==> src/rtl/mips_multicycle_ctrl_if.sv <==
// Memory handshake bundle between the multicycle controller and the shared
// instruction/data memory. The controller is the master: it requests an
// access, selects the address source and strobes writes; the memory answers
// with mem_ready in the cycle the access completes.
interface mips_multicycle_ctrl_if;
    logic mem_req;    // access requested this cycle
    logic iord;       // 0 = PC address, 1 = ALUOut address
    logic memwrite;   // write strobe, held for the whole store
    logic mem_ready;  // memory completes the current access this cycle

    modport master (
        output mem_req,
        output iord,
        output memwrite,
        input  mem_ready
    );

    modport slave (
        input  mem_req,
        input  iord,
        input  memwrite,
        output mem_ready
    );
endinterface

==> src/rtl/mips_multicycle_ctrl.sv <==
// Multicycle MIPS control unit.
// Sequences each instruction through fetch/decode/execute/memory/writeback
// states and drives the shared-ALU / shared-memory datapath. Memory accesses
// use a ready handshake with a bounded wait (WAIT_MAX stalled cycles); a
// timeout raises bus_err and restarts at FETCH with no PC or IR update so
// the same PC is retried. Undecodable opcodes or R-type funcs pulse
// illegal_op and return to FETCH.
// Optional feature: define MC_CTRL_BNE_EN to decode bne (opcode 000101)
// through the BRANCH state with an inverted take condition.
module mips_multicycle_ctrl #(
    parameter int WAIT_MAX  = 15,
    parameter int ALUCTRL_W = 3
) (
    input  logic                 clk,
    input  logic                 reset,
    input  logic [5:0]           opcode,
    input  logic [5:0]           func,
    input  logic                 zero,
    mips_multicycle_ctrl_if.master mem,
    output logic                 irwrite,
    output logic                 pcwrite,
    output logic                 branch,
    output logic                 pcen,
    output logic                 regdst,
    output logic                 memtoreg,
    output logic                 regwrite,
    output logic                 alusrca,
    output logic [1:0]           alusrcb,
    output logic [1:0]           pcsrc,
    output logic [ALUCTRL_W-1:0] alucontrol,
    output logic [3:0]           state_o,
    output logic                 illegal_op,
    output logic                 bus_err
);

    typedef enum logic [3:0] {
        FETCH  = 4'd0,
        DECODE = 4'd1,
        MEMADR = 4'd2,
        MEMRD  = 4'd3,
        MEMWB  = 4'd4,
        MEMWR  = 4'd5,
        EXEC   = 4'd6,
        ALUWB  = 4'd7,
        BRANCH = 4'd8,
        ADDIEX = 4'd9,
        ADDIWB = 4'd10,
        JUMP   = 4'd11
    } state_t;

    localparam logic [5:0] OP_RTYPE = 6'b000000;
    localparam logic [5:0] OP_J     = 6'b000010;
    localparam logic [5:0] OP_BEQ   = 6'b000100;
    localparam logic [5:0] OP_BNE   = 6'b000101;
    localparam logic [5:0] OP_ADDI  = 6'b001000;
    localparam logic [5:0] OP_LW    = 6'b100011;
    localparam logic [5:0] OP_SW    = 6'b101011;

    localparam logic [2:0] ALU_ADD = 3'b010;
    localparam logic [2:0] ALU_SUB = 3'b110;
    localparam logic [2:0] ALU_AND = 3'b000;
    localparam logic [2:0] ALU_OR  = 3'b001;
    localparam logic [2:0] ALU_SLT = 3'b111;
    localparam logic [2:0] ALU_MUL = 3'b101;

    localparam logic [7:0] WAIT_LIMIT = 8'(WAIT_MAX);

    state_t     state;
    state_t     next_state;
    logic [7:0] wait_cnt;

    logic       timeout_s;
    logic       mem_state_s;
    logic       take_s;
    logic       mem_req_s;
    logic       iord_s;
    logic       memwrite_s;
    logic       irwrite_s;
    logic       pcwrite_s;
    logic       branch_s;
    logic       regdst_s;
    logic       memtoreg_s;
    logic       regwrite_s;
    logic       alusrca_s;
    logic [1:0] alusrcb_s;
    logic [1:0] pcsrc_s;
    logic [2:0] alu_s;
    logic       illegal_s;
    logic       bus_err_s;

    // A stalled access has exhausted its budget when the counter hits the limit.
    assign timeout_s = (wait_cnt == WAIT_LIMIT);

    // State register; reset parks the sequencer in FETCH.
    always_ff @(posedge clk) begin
        if (reset) begin
            state <= FETCH;
        end else begin
            state <= next_state;
        end
    end

    // Wait counter: counts stalled cycles inside a memory state and is zero
    // everywhere else, so it is already clear on entry to FETCH/MEMRD/MEMWR.
    always_ff @(posedge clk) begin
        if (reset) begin
            wait_cnt <= 8'd0;
        end else if (mem_state_s && !mem.mem_ready && !timeout_s) begin
            wait_cnt <= wait_cnt + 8'd1;
        end else begin
            wait_cnt <= 8'd0;
        end
    end

    // Next-state and Moore output decode, plus the transition pulses.
    always_comb begin
        next_state  = state;
        mem_state_s = 1'b0;
        take_s      = 1'b0;
        mem_req_s   = 1'b0;
        iord_s      = 1'b0;
        memwrite_s  = 1'b0;
        irwrite_s   = 1'b0;
        pcwrite_s   = 1'b0;
        branch_s    = 1'b0;
        regdst_s    = 1'b0;
        memtoreg_s  = 1'b0;
        regwrite_s  = 1'b0;
        alusrca_s   = 1'b0;
        alusrcb_s   = 2'b00;
        pcsrc_s     = 2'b00;
        alu_s       = ALU_ADD;
        illegal_s   = 1'b0;
        bus_err_s   = 1'b0;
        case (state)
            FETCH: begin
                mem_state_s = 1'b1;
                mem_req_s   = 1'b1;
                alusrcb_s   = 2'b01;
                if (mem.mem_ready) begin
                    irwrite_s  = 1'b1;
                    pcwrite_s  = 1'b1;
                    next_state = DECODE;
                end else if (timeout_s) begin
                    bus_err_s  = 1'b1;
                    next_state = FETCH;
                end else begin
                    next_state = FETCH;
                end
            end
            DECODE: begin
                alusrcb_s = 2'b11;
                case (opcode)
                    OP_LW, OP_SW: next_state = MEMADR;
                    OP_RTYPE:     next_state = EXEC;
`ifdef MC_CTRL_BNE_EN
                    OP_BEQ, OP_BNE: next_state = BRANCH;
`else
                    OP_BEQ:       next_state = BRANCH;
`endif
                    OP_ADDI:      next_state = ADDIEX;
                    OP_J:         next_state = JUMP;
                    default: begin
                        illegal_s  = 1'b1;
                        next_state = FETCH;
                    end
                endcase
            end
            MEMADR: begin
                alusrca_s = 1'b1;
                alusrcb_s = 2'b10;
                if (opcode == OP_SW) begin
                    next_state = MEMWR;
                end else begin
                    next_state = MEMRD;
                end
            end
            MEMRD: begin
                mem_state_s = 1'b1;
                mem_req_s   = 1'b1;
                iord_s      = 1'b1;
                if (mem.mem_ready) begin
                    next_state = MEMWB;
                end else if (timeout_s) begin
                    bus_err_s  = 1'b1;
                    next_state = FETCH;
                end else begin
                    next_state = MEMRD;
                end
            end
            MEMWB: begin
                memtoreg_s = 1'b1;
                regwrite_s = 1'b1;
                next_state = FETCH;
            end
            MEMWR: begin
                mem_state_s = 1'b1;
                mem_req_s   = 1'b1;
                iord_s      = 1'b1;
                memwrite_s  = 1'b1;
                if (mem.mem_ready) begin
                    next_state = FETCH;
                end else if (timeout_s) begin
                    bus_err_s  = 1'b1;
                    next_state = FETCH;
                end else begin
                    next_state = MEMWR;
                end
            end
            EXEC: begin
                alusrca_s  = 1'b1;
                next_state = ALUWB;
                case (func)
                    6'b100000: alu_s = ALU_ADD;
                    6'b100010: alu_s = ALU_SUB;
                    6'b100100: alu_s = ALU_AND;
                    6'b100101: alu_s = ALU_OR;
                    6'b101010: alu_s = ALU_SLT;
                    6'b011100: alu_s = ALU_MUL;
                    default: begin
                        alu_s      = ALU_ADD;
                        illegal_s  = 1'b1;
                        next_state = FETCH;
                    end
                endcase
            end
            ALUWB: begin
                regdst_s   = 1'b1;
                regwrite_s = 1'b1;
                next_state = FETCH;
            end
            BRANCH: begin
                alusrca_s = 1'b1;
                alu_s     = ALU_SUB;
                pcsrc_s   = 2'b01;
                branch_s  = 1'b1;
`ifdef MC_CTRL_BNE_EN
                take_s    = zero ^ (opcode == OP_BNE);
`else
                take_s    = zero;
`endif
                next_state = FETCH;
            end
            ADDIEX: begin
                alusrca_s  = 1'b1;
                alusrcb_s  = 2'b10;
                next_state = ADDIWB;
            end
            ADDIWB: begin
                regwrite_s = 1'b1;
                next_state = FETCH;
            end
            JUMP: begin
                pcsrc_s    = 2'b10;
                pcwrite_s  = 1'b1;
                next_state = FETCH;
            end
            default: begin
                next_state = FETCH;
            end
        endcase
    end

    // While reset is high every strobe is suppressed and the remaining
    // selects show FETCH values, whatever the state register still holds.
    assign mem.mem_req  = reset ? 1'b0 : mem_req_s;
    assign mem.iord     = reset ? 1'b0 : iord_s;
    assign mem.memwrite = reset ? 1'b0 : memwrite_s;
    assign irwrite      = reset ? 1'b0 : irwrite_s;
    assign pcwrite      = reset ? 1'b0 : pcwrite_s;
    assign branch       = reset ? 1'b0 : branch_s;
    assign pcen         = reset ? 1'b0 : (pcwrite_s | (branch_s & take_s));
    assign regdst       = reset ? 1'b0 : regdst_s;
    assign memtoreg     = reset ? 1'b0 : memtoreg_s;
    assign regwrite     = reset ? 1'b0 : regwrite_s;
    assign alusrca      = reset ? 1'b0 : alusrca_s;
    assign alusrcb      = reset ? 2'b01 : alusrcb_s;
    assign pcsrc        = reset ? 2'b00 : pcsrc_s;
    assign alucontrol   = reset ? ALUCTRL_W'(ALU_ADD) : ALUCTRL_W'(alu_s);
    assign state_o      = reset ? 4'd0 : state;
    assign illegal_op   = reset ? 1'b0 : illegal_s;
    assign bus_err      = reset ? 1'b0 : bus_err_s;

endmodule

==> src/flat_wrapper.sv <==
// flat-port wrapper written by rule: the top's interface ports become plain ports
module mips_multicycle_ctrl_flat 
#(
    parameter int WAIT_MAX  = 15,
    parameter int ALUCTRL_W = 3
)
  (clk, reset, opcode, func, zero, irwrite, pcwrite, branch, pcen, regdst, memtoreg, regwrite, alusrca, alusrcb, pcsrc, alucontrol, state_o, illegal_op, bus_err, mem_mem_req, mem_iord, mem_memwrite, mem_mem_ready);
  mips_multicycle_ctrl_if mem_i ();
  input  logic clk;
  input  logic reset;
  input  logic [5:0] opcode;
  input  logic [5:0] func;
  input  logic zero;
  output logic irwrite;
  output logic pcwrite;
  output logic branch;
  output logic pcen;
  output logic regdst;
  output logic memtoreg;
  output logic regwrite;
  output logic alusrca;
  output logic [1:0] alusrcb;
  output logic [1:0] pcsrc;
  output logic [ALUCTRL_W-1:0] alucontrol;
  output logic [3:0] state_o;
  output logic illegal_op;
  output logic bus_err;
  output wire logic [$bits(mem_i.mem_req)-1:0] mem_mem_req;
  output wire logic [$bits(mem_i.iord)-1:0] mem_iord;
  output wire logic [$bits(mem_i.memwrite)-1:0] mem_memwrite;
  input wire logic [$bits(mem_i.mem_ready)-1:0] mem_mem_ready;
  assign mem_mem_req = mem_i.mem_req;
  assign mem_iord = mem_i.iord;
  assign mem_memwrite = mem_i.memwrite;
  assign mem_i.mem_ready = mem_mem_ready;
  mips_multicycle_ctrl #(.WAIT_MAX(WAIT_MAX), .ALUCTRL_W(ALUCTRL_W)) u_core (.clk(clk), .reset(reset), .opcode(opcode), .func(func), .zero(zero), .mem(mem_i), .irwrite(irwrite), .pcwrite(pcwrite), .branch(branch), .pcen(pcen), .regdst(regdst), .memtoreg(memtoreg), .regwrite(regwrite), .alusrca(alusrca), .alusrcb(alusrcb), .pcsrc(pcsrc), .alucontrol(alucontrol), .state_o(state_o), .illegal_op(illegal_op), .bus_err(bus_err));
endmodule
==> config.mk <==
export PLATFORM = sky130hd
export DESIGN_NAME = mips_multicycle_ctrl_flat
export DESIGN_NICKNAME = d
export VERILOG_FILES = /design/src/rtl/mips_multicycle_ctrl_if.sv /design/src/rtl/mips_multicycle_ctrl.sv /design/src/flat_wrapper.sv
export SDC_FILE = /design/constraint.sdc
export NUM_CORES = 1
export LEC_CHECK = 0
export CELL_PAD_IN_SITES_DETAIL_PLACEMENT = 0
export CELL_PAD_IN_SITES_GLOBAL_PLACEMENT = 2
export CORE_MARGIN = 1
export CORE_UTILIZATION = 25
export CTS_CLUSTER_DIAMETER = 120
export DETAILED_ROUTE_END_ITERATION = 8
export HOLD_SLACK_MARGIN = 0.08
export PLACE_DENSITY = 0.94
export SLEW_MARGIN = 20
export SYNTH_ARGS = -nofsm -noshare
export SYNTH_HDL_FRONTEND = slang
export SYNTH_SLANG_ARGS = --single-unit
==> constraint.sdc <==
create_clock -name clk -period 4.2 [get_ports clk]
set_clock_uncertainty 0.05 [all_clocks]
set_input_delay 0.42 -clock clk [delete_from_list [all_inputs] [get_ports clk]]
set_output_delay 0.42 -clock clk [all_outputs]
set_load 0.1 [all_outputs]
# Word level (Yosys, flattened, before mapping)
# Index checks and enable logic that the tools add are counted.
# W data, S select, Z words.
[classes] bitwise_logic=3 n_eq_ne=23 muxes=48 n_reduce_logical=15 addsub=1
[ops] op="$eq A6 B6 Y1 const B" count=7
[ops] op="$mux W1" count=30
[ops] op="$pmux W4 S7" count=1
[ops] op="$pmux W4 S5" count=1
[ops] op="$eq A4 B3 Y1 const B" count=4
[ops] op="$eq A4 B4 Y1 const B" count=4
[ops] op="$pmux W3 S5" count=1
[ops] op="$mux W3" count=4
[ops] op="$mux W4" count=3
[ops] op="$reduce_or A6 Y1" count=2
[ops] op="$add A8 B1 Y8 const B" count=1
[ops] op="$eq A4 B2 Y1 const B" count=2
[ops] op="$eq A8 B4 Y1 const B" count=1
[ops] op="$reduce_or A2 Y1" count=4
[ops] op="$eq A6 B2 Y1 const B" count=1
[ops] op="$eq A6 B3 Y1 const B" count=1
[ops] op="$eq A6 B4 Y1 const B" count=1
[ops] op="$eq A6 B5 Y1 const B" count=1
[ops] op="$logic_not A6 Y1" count=1
[ops] op="$mux W2" count=3
[ops] op="$pmux W2 S3" count=1
[ops] op="$pmux W3 S2" count=1
[ops] op="$reduce_or A3 Y1" count=2
[ops] op="$eq A4 B1 Y1 const B" count=1
[ops] op="9 further kinds" count=12
[word_totals] in_bits=16 register_bits=12

# Logic depth before layout (Yosys ltp)
[logic_depth] word_depth=7 depth_mapped=6 depth_no_buf=5

# Worst setup path after synthesis
# Ideal clock, no wire load.
[synth_timing] path_type="flip-flop to output port" startpoint="register u_core.state[0]" endpoint="output alucontrol[2]" path_stages_with_launch=5 n_path_buf=1 arrival_time_ps=4637 slack_ps=-907 path_cell_list="dfxtp_1 clkbuf_1 nor4_1 inv_1 o41ai_1"
[synth_between] elab_chain_len=3 word_cells_on_any_way=4
[synth_rtl] item="from (decl)" line="mips_multicycle_ctrl.sv:68" source="state_t state;"
[synth_rtl] item="from (signal assigned)" line="mips_multicycle_ctrl.sv:99" source="state <= next_state;"
[synth_rtl] item="$eq A4 B4 Y1 / $eq A4 B3 Y1 (equally long branches)" line="mips_multicycle_ctrl.sv:135" source="case (state)"
[synth_rtl] item="$pmux W3 S2 (*)" line="mips_multicycle_ctrl.sv:135"
[synth_rtl] item="$mux W3 (*)" line="mips_multicycle_ctrl.sv:279" source="assign alucontrol = reset ? ALUCTRL_W'(ALU_ADD) : ALUCTRL_W'(alu_s);"
[synth_rtl] item="to (decl)" line="flat_wrapper.sv:24" source="output logic [ALUCTRL_W-1:0] alucontrol;"
# Every way passes the cells marked *; elsewhere a longest branch is shown, timed or not.

# Worst setup path after layout
[layout_timing] startpoint="register u_core.state[2]" endpoint="output regwrite"
[layout_between] elab_chain_len=4 word_cells_on_any_way=6
[layout_rtl] item="$eq A4 B3 Y1 / $eq A4 B4 Y1 (equally long branches)" line="mips_multicycle_ctrl.sv:135"
[layout_rtl] item="$reduce_or A3 Y1 (no source line) (*)"
[layout_rtl] item="$mux W1 (*)" line="mips_multicycle_ctrl.sv:135"
[layout_rtl] item="$mux W1 (*)" line="mips_multicycle_ctrl.sv:275" source="assign regwrite = reset ? 1'b0 : regwrite_s;"
[layout_rtl] item="to (decl)" line="flat_wrapper.sv:20" source="output logic regwrite;"
# Marks and branches as above.

==> metrics <==
Area Overhead vs Synth 40.9%; I/O pin count 40; Worst-Margin Slew about 0.97 ns; post-synthesis compound-gate area fraction between 20 and 25%; Synth Area in Adders 1.17%; DIE AREA between 0.004 and 0.005 mm^2; ys async rst share 0%; mean post-synth cell area 7.09 um^2; PnR worst setup slack 1.17 ns; routability congestion estimate ~0.79; HP Class reg2reg; Max-cap violations 0; Mapped Cells ~150; Pint approximately 230 uW; Final Non-Filler Cells roughly 240; multiplexer share of the synthesized area less than 1%; crit path kind reg2out; Unique masters post-synth 46; CORE AREA a little over 0.004 mm^2; Arr. time, crit path 2.56 ns; CTS Buf Count 3; flop2flop setup slack between 2 and 2.5 ns; clock latency at the later pin of the worst-skew pair 0.24 ns; Layout fillers approximately 420; final setup violation count 0; Wirelength per Cell 12.4 um; final period utilization between 70 and 80%; Worst Setup Start Kind flip-flop; hold_sp u_core.wait_cnt[0]$_SDFF_PP0_; Worst R2R End u_core.state[0]$_SDFF_PP0_; antenna violations before repair 0; minimum clock period between 3 and 4 ns; Yosys reg bits 12; GRT overflow 0; leakage power total 0.569 nW; Mapped Nets approximately 170; dpl hpwl about 2200 um; fraction of the yosys area taken by sequential cells around 22%; Vias/cell about 5.1; DIE WIDTH 67.5 um; Post-CTS Setup Repair Bufs 0; DRT met1 WL approximately 1400 um; Ys Warns 0; post_cts resized 0; clk slew on worst S/H paths around 0.05 ns; layout cell share with drive strength beyond 1 approximately 18%; DP Worst Slack approximately 1.2 ns; pin count of the biggest net entering global routing 19; 1st-iter DRT viols 87; Post-Route Utilization 37.2%; Worst R2R Path Depth 4; CTS tree done; first-pass GRT wire length 4730 um; simple-gate share of the synthesized area between 40% and 50%; top_reg_cell synth dfxtp_1; Fin Setup TNS 0 ns; DRC viols 0; run status finished, final reports clean; Cell Area, Synth about 0.0011 mm^2; PortBufs 39; CP required roughly 3.7 ns; slew margin rel. a little over a third; CTS H-tree depth 1; Max Buffers Root-to-Sink 2; GR Util All Layers between 10% and 20%; VDD IR max just under 0.00009 V; hold_ws 0.399 ns; number of global-route vias before repair 1070; Hold Vio Cnt, Final 0; Sw Ratio a little under a third; CTS Hold Buffers Added 0; design area 0.00151 mm^2; Pwr per Cell Area between 200 and 250 mW/mm^2; FF-to-FF Start u_core.state[0]$_SDFF_PP0_; row count 23; Final ANT Viol Nets 0; met2 routed WL between 1000 and 1500 um; Combinational Power Share a little over a quarter; Post-synth EDFFs 0; Nets a little over 200; fmax between 0.3 and 0.4 GHz; Power Total about 330 uW; # clock sinks 12; Sw Pwr approximately 100 uW; hold depth 1; unrepaired setup endpoints after global routing false; Post-Synth XOR/XNOR Area approximately 7.4%; main combinational cell family by area after synthesis simple AND/OR/NAND/NOR gates; Placement Cell Area between 0.001 and 0.0015 mm^2; share of power burned in registers between 30% and 40%; Clk pwr share between 30% and 40%; Placed Cells between 200 and 250; DR WL met3 between 150 and 200 um; via count approximately 1200; crit path launch u_core.state[2]$_SDFF_PP0_; Slew Limit Fails 0; DRT Pass-1 Iters 4; Crit Path Max Fanout 15; Initial Util 26.4%; top layer in use met4; Hold Path Sink u_core.wait_cnt[0]$_SDFF_PP0_; total wire length 2920 um; # diodes 0; DIE HEIGHT between 60 and 70 um; Clock Tree Root clkbuf_8; Crit. End Element output port
cells in the final DEF, fill, tap and decap left out, types with 5 or more instances in the layout:
cell type / count
a21oi_1: 7
nor2_1: 28
nor3_1: 8
inv_1: 6
a31oi_1: 5
dfxtp_1: 12
xnor2_1: 5
nand2_1: 8
nand2b_1: 6
nor2b_1: 6
clkdlybuf4s50_1: 20
buf_4: 19
how the worst max path moves through the flow:
stage	end
floorplan	pcen
global placement	state_o[3]
detailed placement	state_o[1]
CTS	regwrite
global route	regwrite
finish	regwrite
registers in the layout, summed over array words and instances, names as in the netlist:
register / flops
u_core.state: 4
u_core.wait_cnt: 8
worst max-delay path, cell delays in order, from the launching register on:
cell             delay (ns)
dfxtp_1                0.63
nand2b_1               0.19
mux2i_1                0.16
a22oi_1                0.08
nor2_1                 0.11
clkdlybuf4s50_1        1.14
power groups by stage:
| stage | Sequential [mW] | Clock [mW] | Combinational, mW |
|---|---|---|---|
| global placement | 0.123 | 0 | 0.0899 |
| floorplan | 0.120 | 0 | 0.0601 |
| detailed placement | 0.122 | 0 | 0.0893 |
| global route | 0.121 | 0.133 | 0.0950 |
| finish | 0.120 | 0.122 | 0.0894 |
| CTS | 0.120 | 0.125 | 0.0895 |
routing by layer:
layer / vias to the layer above / track usage, %
li1: 617 / -
met1: 554 / 17.6
met2: 31 / 22.3
met3: 4 / 2.36
met4: 0 / 6.38
met5: - / 0
synth_stat cells, drive strengths merged, types with 2 or more instances:
cell type | count | area (um^2)
a2111oi | 2 | 23.8
a21oi | 7 | 35.0
a31oi | 5 | 31.3
and3 | 4 | 25.0
buf | 3 | 17.5
clkbuf | 5 | 18.8
dfxtp | 12 | 240
inv | 6 | 22.5
nand2 | 8 | 30.0
nand2b | 6 | 37.5
nand3 | 3 | 15.0
nor2 | 28 | 105
nor2b | 6 | 37.5
nor3 | 8 | 40.0
nor4 | 5 | 37.5
nor4bb | 2 | 20.0
o211ai | 2 | 15.0
o21a | 2 | 15.0
o21ai | 3 | 15.0
o2bb2ai | 2 | 17.5
o41ai | 2 | 17.5
or2 | 3 | 21.3
or4 | 2 | 15.0
xnor2 | 5 | 43.8
xor2 | 4 | 35.0
cell type report:
cell class                      instances  area [um^2]  area share, %
Clock buffer                            4         55.1           3.65
Inverter                                6         22.5           1.49
Multi-Input combinational cell        125          786           52.1
Sequential cell                        12          240           15.9
Tap cell                               50         62.6           4.15
Timing Repair Buffer                   39          343           22.7
cells by family (layout without fill, tap and decap cells):
logic type | count (synthesis) | count (layout)
buffers and inverters | 14 | 49
and+or+nand+nor | 81 | 81
DFF | 12 | 12
AOI/OAI and AO/OA | 33 | 33
xor gates and xnor gates | 9 | 9
muxes | 1 | 1
adders and majority gates | 1 | 1
Power figures use the tool's default switching activity.
